### src/rtl/lc2k_pkg.sv
// Shared LC2K machine defaults used by the register file and its bench.
package lc2k_pkg;

    localparam int REG_W    = 32;
    localparam int NUM_REGS = 8;
    localparam int REG_AW   = $clog2(NUM_REGS);

    typedef logic [REG_AW-1:0] reg_addr_t;

endpackage

### src/rtl/reg_pend_ctr.sv
// Per-register pending-write counter: counts issued-but-not-written-back
// instructions targeting one register. Never wraps in either direction.
module reg_pend_ctr #(
    parameter int PEND_W = 2
) (
    input  logic              clk,
    input  logic              rst_n,
    input  logic              inc,
    input  logic              dec,
    output logic [PEND_W-1:0] count,
    output logic              nonzero
);

    localparam logic [PEND_W-1:0] CNT_MAX = {PEND_W{1'b1}};

    // Up on issue, down on writeback; both at once cancel out.
    always_ff @(posedge clk or negedge rst_n) begin
        if (!rst_n) begin
            count <= '0;
        end else if (inc && !dec && (count != CNT_MAX)) begin
            count <= count + 1'b1;
        end else if (dec && !inc && (count != '0)) begin
            count <= count - 1'b1;
        end
    end

    assign nonzero = (count != '0);

endmodule

### src/rtl/reg_file_sb.sv
// Multi-port register file with writeback bypass and a per-register
// pending-write scoreboard that tracks in-flight destinations.
module reg_file_sb
    import lc2k_pkg::*;
#(
    parameter int DATA_W   = REG_W,
    parameter int NUM_REGS = lc2k_pkg::NUM_REGS,
    parameter int NUM_RD   = 2,
    parameter int ZERO_REG = 1,
    parameter int PEND_W   = 2,
    localparam int AW      = $clog2(NUM_REGS)
) (
    input  logic                     clk,
    input  logic                     rst_n,
    input  logic [NUM_RD*AW-1:0]     rd_addr,
    output logic [NUM_RD*DATA_W-1:0] rd_data,
    output logic [NUM_RD-1:0]        rd_busy,
    input  logic                     wr_en,
    input  logic [AW-1:0]            wr_addr,
    input  logic [DATA_W-1:0]        wr_data,
    input  logic                     issue_en,
    input  logic [AW-1:0]            issue_addr,
    output logic                     issue_ready,
    input  logic [AW-1:0]            dbg_addr,
    output logic [DATA_W-1:0]        dbg_data,
    output logic                     err_wr_unexp
);

    localparam logic [PEND_W-1:0] PEND_MAX = {PEND_W{1'b1}};
    localparam logic [PEND_W-1:0] PEND_ONE = PEND_W'(1);

    logic [DATA_W-1:0] regs    [NUM_REGS];
    logic [PEND_W-1:0] pending [NUM_REGS];
    logic              nonzero [NUM_REGS];

    logic wr_is_zero;
    logic iss_is_zero;
    logic wr_ok;
    logic wr_bypass;
    logic issue_acc;
    logic err_set;

    // Register 0 is hardwired when ZERO_REG is set: writes and issues to it vanish.
    assign wr_is_zero  = (ZERO_REG != 0) && (wr_addr == '0);
    assign iss_is_zero = (ZERO_REG != 0) && (issue_addr == '0);
    assign wr_ok       = wr_en && !wr_is_zero;
    assign wr_bypass   = wr_ok && rst_n;

    assign issue_ready = iss_is_zero || (pending[issue_addr] != PEND_MAX);
    assign issue_acc   = issue_en && issue_ready && !iss_is_zero;

    // A writeback with nothing outstanding is flagged unless a same-edge issue covers it.
    assign err_set = wr_ok && (pending[wr_addr] == '0)
                     && !(issue_acc && (issue_addr == wr_addr));

    // Storage array: cleared on reset, written on an accepted writeback.
    always_ff @(posedge clk or negedge rst_n) begin
        if (!rst_n) begin
            for (int r = 0; r < NUM_REGS; r++) begin
                regs[r] <= '0;
            end
        end else if (wr_ok) begin
            regs[wr_addr] <= wr_data;
        end
    end

    // Sticky error for unexpected writebacks.
    always_ff @(posedge clk or negedge rst_n) begin
        if (!rst_n) begin
            err_wr_unexp <= 1'b0;
        end else if (err_set) begin
            err_wr_unexp <= 1'b1;
        end
    end

    genvar g;
    generate
        for (g = 0; g < NUM_REGS; g++) begin : g_ctr
            logic inc_g;
            logic dec_g;

            assign inc_g = issue_acc && (issue_addr == AW'(g));
            assign dec_g = wr_en && (wr_addr == AW'(g));

            reg_pend_ctr #(
                .PEND_W (PEND_W)
            ) u_ctr (
                .clk     (clk),
                .rst_n   (rst_n),
                .inc     (inc_g),
                .dec     (dec_g),
                .count   (pending[g]),
                .nonzero (nonzero[g])
            );
        end

        for (g = 0; g < NUM_RD; g++) begin : g_rd
            logic [AW-1:0] addr_g;
            logic          hit_g;

            assign addr_g = rd_addr[g*AW +: AW];
            assign hit_g  = wr_en && (wr_addr == addr_g);

            // Forward the in-flight writeback so a reader never sees stale data.
            assign rd_data[g*DATA_W +: DATA_W] = (wr_bypass && hit_g) ? wr_data : regs[addr_g];

            // The last outstanding write landing this cycle is resolved by the bypass.
            assign rd_busy[g] = nonzero[addr_g] && !((pending[addr_g] == PEND_ONE) && hit_g);
        end
    endgenerate

    assign dbg_data = regs[dbg_addr];

endmodule

### config.mk
export PLATFORM = sky130hd
export DESIGN_NAME = reg_file_sb
export DESIGN_NICKNAME = d
export VERILOG_FILES = /design/src/rtl/lc2k_pkg.sv /design/src/rtl/reg_pend_ctr.sv /design/src/rtl/reg_file_sb.sv
export SDC_FILE = /design/constraint.sdc
export NUM_CORES = 1
export LEC_CHECK = 0
export BUFFER_PORTS_ARGS = -buffer_cell sky130_fd_sc_hd__buf_2
export CAP_MARGIN = 30
export CORE_MARGIN = 3
export CORE_UTILIZATION = 65
export DETAILED_ROUTE_END_ITERATION = 10
export GPL_TIMING_DRIVEN = 0
export PLACE_DENSITY = 0.94
export SLEW_MARGIN = 20
export SYNTH_ARGS = -nofsm -noshare
export SYNTH_HDL_FRONTEND = slang
export SYNTH_SLANG_ARGS = --single-unit
### constraint.sdc
create_clock -name clk -period 3.9 [get_ports clk]
set_input_delay 0.39 -clock clk [delete_from_list [all_inputs] [get_ports clk]]
set_output_delay 0.39 -clock clk [all_outputs]
set_load 0.005 [all_outputs]
* Yosys cells after proc, flatten, opt, wreduce, memory -nomap -nowiden
Index checks and enable logic that the tools add are counted.
** Word-level totals
- Word-level logic and storage cells :: 225
- Register bits :: 273
- Output and inout port bits :: 100
** Cells by class
- Add/subtract/negate cells :: 16
- Equality and inequality tests :: 28
- Reduce and logical (&&, ||, !) cells :: 105
- Muxes and demuxes :: 48
- Bitwise gates (word level) :: 5
- $lt $le $gt $ge :: 6
** Operators by type and width (number)
- binary-select mux 32 bit (select 3 bit) :: 3
- 2-to-1 mux 32 bit :: 9
- bitwise mux 256 bit :: 1
- demux 32 bit (select 3 bit) :: 1
- logical AND 1 bit :: 64
- 2-to-1 mux 2 bit :: 24
- nonzero test 2 bit :: 16
- binary-select mux 2 bit (select 3 bit) :: 4
- equality test 3 bit (second input constant) :: 8
- zero test 1 bit :: 21
- >= comparator 4 bit (second input constant) :: 5
- NOT 3 -> 4 bit :: 5
- != test 2 bit (second input constant) :: 9
- adder 2 x 1 -> 2 bit (second input constant) :: 8
- subtractor 2 x 1 -> 2 bit (second input constant) :: 8
- equality test 3 x 2 -> 1 bit (second input constant) :: 4
- equality test 3 bit :: 3
- binary-select mux 1 bit (select 3 bit) :: 2
- equality test 3 x 1 -> 1 bit (second input constant) :: 2
- zero test 3 bit :: 2
- equality test 2 x 1 -> 1 bit (second input constant) :: 2
- < comparator 4 x 1 -> 1 bit (second input constant) :: 1
- 2-to-1 mux 1 bit :: 4
- zero test 2 bit :: 1
- logical OR 1 bit :: 1

* Logic depth before layout (Yosys ltp)
- Depth after elaboration :: 14
- Gate-level depth with buffers :: 7
- Gate-level depth less buffers :: 5

* Modules after synthesis
A second synthesis with hierarchy kept.
** Unflattened totals
- Cell total of the unflattened synthesis :: 1442
- Area, all modules :: 17464.2 µm²
** By module, submodules not included
- reg_file_sb :: times used 1, sequential area each 6431.2 µm², cells each 1338, area each 16573.4 µm²
- reg_pend_ctr :: times used 8, sequential area each 50.0 µm², cells each 13, area each 111.4 µm²

* Worst setup path after synthesis
Ideal clock, no wire load.
- Kind :: in2out
- Start :: input dbg_addr[0]
- End :: output dbg_data[0]
- Required time :: 3.510 ns
- Path buffers :: 2
- Arrival :: 1.693 ns
- Cell stages on the path :: 4
- Setup slack :: 1.817 ns
- Cell sequence :: buf_2 -> buf_2 -> mux4_2 -> mux2_2
** On the way
- Cells in the longest elaborated chain, start to end :: 4
** Ends and longest elaborated chain
- from (decl) :: line reg_file_sb.sv:24 : input logic [AW-1:0] dbg_addr,
- NOT 3 -> 4 bit (not written as such) :: line reg_file_sb.sv:112 : assign dbg_data = regs[dbg_addr];
- binary-select mux 32 bit (select 3 bit) :: line reg_file_sb.sv:112
- 2-to-1 mux 32 bit (not written as such) (2 in series) :: line reg_file_sb.sv:112
- to (decl) :: line reg_file_sb.sv:25 : output logic [DATA_W-1:0] dbg_data,
Every way passes these cells. The select of a mux whose other input is x is not followed.

* Worst setup path after layout
- Start :: input rst_n
- End :: output rd_data[62]
** On the way
- Cells in the longest elaborated chain, start to end :: 3
** Ends and longest elaborated chain
- from (decl) :: line reg_file_sb.sv:14 : input logic rst_n,
- logical AND 1 bit :: line reg_file_sb.sv:47 : assign wr_bypass = wr_ok && rst_n;
- logical AND 1 bit :: line reg_file_sb.sv:105 : assign rd_data[g*DATA_W +: DATA_W] = (wr_bypass && hit_g) ? wr_data : regs[addr_g];
- 2-to-1 mux 32 bit :: line reg_file_sb.sv:105
- to (decl) :: line reg_file_sb.sv:16 : output logic [NUM_RD*DATA_W-1:0] rd_data,
Every way passes these cells.

==> impl_metrics.ini <==
[power]
power_density_nw_per_um2 = 506
finalPower_mw = 9.80
peakVddDrop_mv = 0.476
p_leak_nw = 8.36

[sta]
fin_ws_ps = 193
max_freq_mhz = 270
slew_violations = 0
relSlewSlack_pct = 31.7
fin_tns_setup_ps = 0
tightest_slew_ps = 1030
period_share_pct = 95.0
setup_violations = 0
rsz0062_at_grt = no
skew_ps = 4.82
finalCriticalPeriod_ps = 3710
hold_viol_final = 0

[synth]
synth_cell_types = 55
synth-seq-cells = 273
syn_avg_cell_area_um2 = 12.9
ys_warn_count = 0
async_reset_ff_share_pct = 100
seq_area_frac_synth_pct = 39.6
synth_edf_count = 0
synth_area_um2 = 17300
syn_inst = 1343
synth_ff_type = dfrtp_1
synth_fp_nets = 1395

[run_status]
status = complete, no violations

[finish]
area_growth_pct = 12.2
drive_gt1_share_pct = 42.5
fillers = 1539
stdcell_area_um2 = 19400
layoutNonFillerInstCount = 1845
final_nets = 1541

[setup_path]
cp-end-kind = output port
r2r_end = err_wr_unexp
critPathMaxFanout = 95
path_class = input pin to output port
critPathLaunchType = input pin
crit_arrival_ps = 3320
ff2ff_setup_slack_ps = 2370
required_ps = 3510
r2r_cells = 6
r2r_start = g_ctr[4].u_ctr.count[1]

[min_path]
hold_path.class = input pin to flip-flop
whs_endpoint = regs[10]
min-delay-start = wr_data[10]
holdPathStages = 3

[route]
first_iter_violations = 1833
ant_nets = 0
first_pass_iters = 5
totalWireLength_um = 53800
drc = 0
vias = 13700
via_per_inst = 7.43
wl_per_cell_um = 29.2

[placement]
place_area_um2 = 18300
place_ws_ps = 707
hpwlAfterDp_um = 34700
dpl.cell_count = 1790
port_buffers = 110
gp_congestion = 0.924

[global_routing]
grt_pass1_vias = 14200
grt_pass1_wl_um = 82600
grt_usage_pct = 37.8
overflow = 0
antenna_found_initial = 1
grt_max_degree = 96

[clock_network]
clk_latency_ps = 560
clk_pin_slew_ps = 60
cts_tree = yes
cts_root_buffer = clkbuf_16
cts_setup_buffers = 0
cts_made_buffers = 29
cts-htree-levels = 1
cts_sinks = 273
clk_path_buf_depth = 3

[floorplan]
die-width_um = 169
coreArea_um2 = 26100
io_pins = 151
die-area_um2 = 28600
fp.dieH_um = 169
start_util_pct = 66.3
rows = 59

[job]
drv_cap = 0
-- through the flow --
step	utilization (%)	hold WS [ps]
after global placement	70.0	477
after global routing	74.4	226
after detailed placement	70.2	470
after CTS	74.2	175
final	74.4	187
after floorplan	-	94.4
-- where the power goes --
group | internal, mW | switching [mW] | total, mW
clock | 1.87 | 1.18 | 3.05
combinational | 1.56 | 1.18 | 2.74
sequential | 3.38 | 0.623 | 4.00
-- cell type report --
class	instances	area [µm²]	share of cell area (%)
inverter	8	30.0	0.155
timing repair buffer	115	653	3.37
clock inverter	10	204	1.05
sequential	273	6830	35.3
buffer	173	822	4.24
clock buffer	41	831	4.29
antenna	1	2.50	0.0129
tap	335	419	2.16
multi-input combinational	889	9590	49.5
-- sequential cells by signal, summed over array words and instances (netlist names) --
name / cells
g_ctr.u_ctr.count: 16
err_wr_unexp: 1
regs: 256
-- synth_stat cells (all sizes together), types with 7 or more instances --
cell,count,area share [%]
mux2i,70,4.1
inv,8,0.17
nor3,10,0.36
dfrtp,273,40
a21oi,79,2.3
clkbuf,92,2.0
buf,81,2.8
nand2,118,2.6
nor2,97,2.2
xnor2,7,0.36
o21ai,14,0.41
nand3,10,0.29
mux2,224,15
mux4,195,25
nor2b,8,0.29
-- layer usage --
metal,up-vias,track usage [%],wire length [µm]
li1,5301,-,-
met1,6813,47.3,17600
met2,1280,60.4,25500
met3,313,11.0,7210
met4,2,20.2,3420
met5,-,0,14
-- cell families (layout without fill, tap and decap cells) --
| family | after synthesis | after routing | synth area share (%) |
|---|---|---|---|
| buffers and inverters | 181 | 347 | 4.93 |
| AO/OA/AOI/OAI | 118 | 118 | 3.93 |
| AND/OR/NAND/NOR | 269 | 269 | 6.80 |
| adder cells (fa/ha/maj) | 1 | 1 | 0.0724 |
| flip-flops | 273 | 273 | 39.6 |
| XOR/XNOR | 12 | 12 | 0.609 |
| other | 0 | 1 | 0 |
| multiplexers | 489 | 489 | 44.1 |
-- worst max-delay path, stage by stage --
cell and delay [ps]:
dlygate4sd3_1 580, buf_12 410, buf_16 420, o2111ai_2 540
buf_2 420, a21oi_1 290, buf_2 180
-- cell usage in the layout (no fill, tap or decap), types with 7 or more instances in the layout --
cell / netlist / final
dfrtp_1: 273 / 273
mux4_2: 195 / 195
nand2_1: 118 / 118
a21oi_1: 79 / 79
buf_1: 7 / 7
mux2i_1: 70 / 70
clkbuf_1: 92 / 98
mux2_2: 205 / 205
buf_6: 6 / 8
o21ai_0: 13 / 13
nor2_1: 95 / 95
inv_1: 7 / 7
xnor2_1: 7 / 7
buf_4: 17 / 17
nor2b_1: 8 / 8
nor3_1: 9 / 9
buf_2: 51 / 160
nand3_1: 10 / 10
mux2_1: 19 / 19
clkbuf_16: 0 / 29
-- how the worst max path moves through the flow --
stage	startpoint	end	slack, ps	cells past startpoint
global route	rst_n	rd_data[1]	40	7
detailed placement	rst_n	rd_data[63]	710	6
floorplan	dbg_addr[0]	dbg_data[0]	1820	4
global placement	rst_n	rd_data[45]	-4130	5
CTS	rst_n	rd_data[33]	100	7
finish	rst_n	rd_data[62]	190	7
-- timing repair --
item | in CTS | in global routing
gates resized for setup | 0 | 1
endpoints found under the setup margin | 0 | 26
endpoints found under the hold margin | 90 | 0
hold buffers | 1 | 0
No activity file was read; power rests on OpenSTA's default activity.
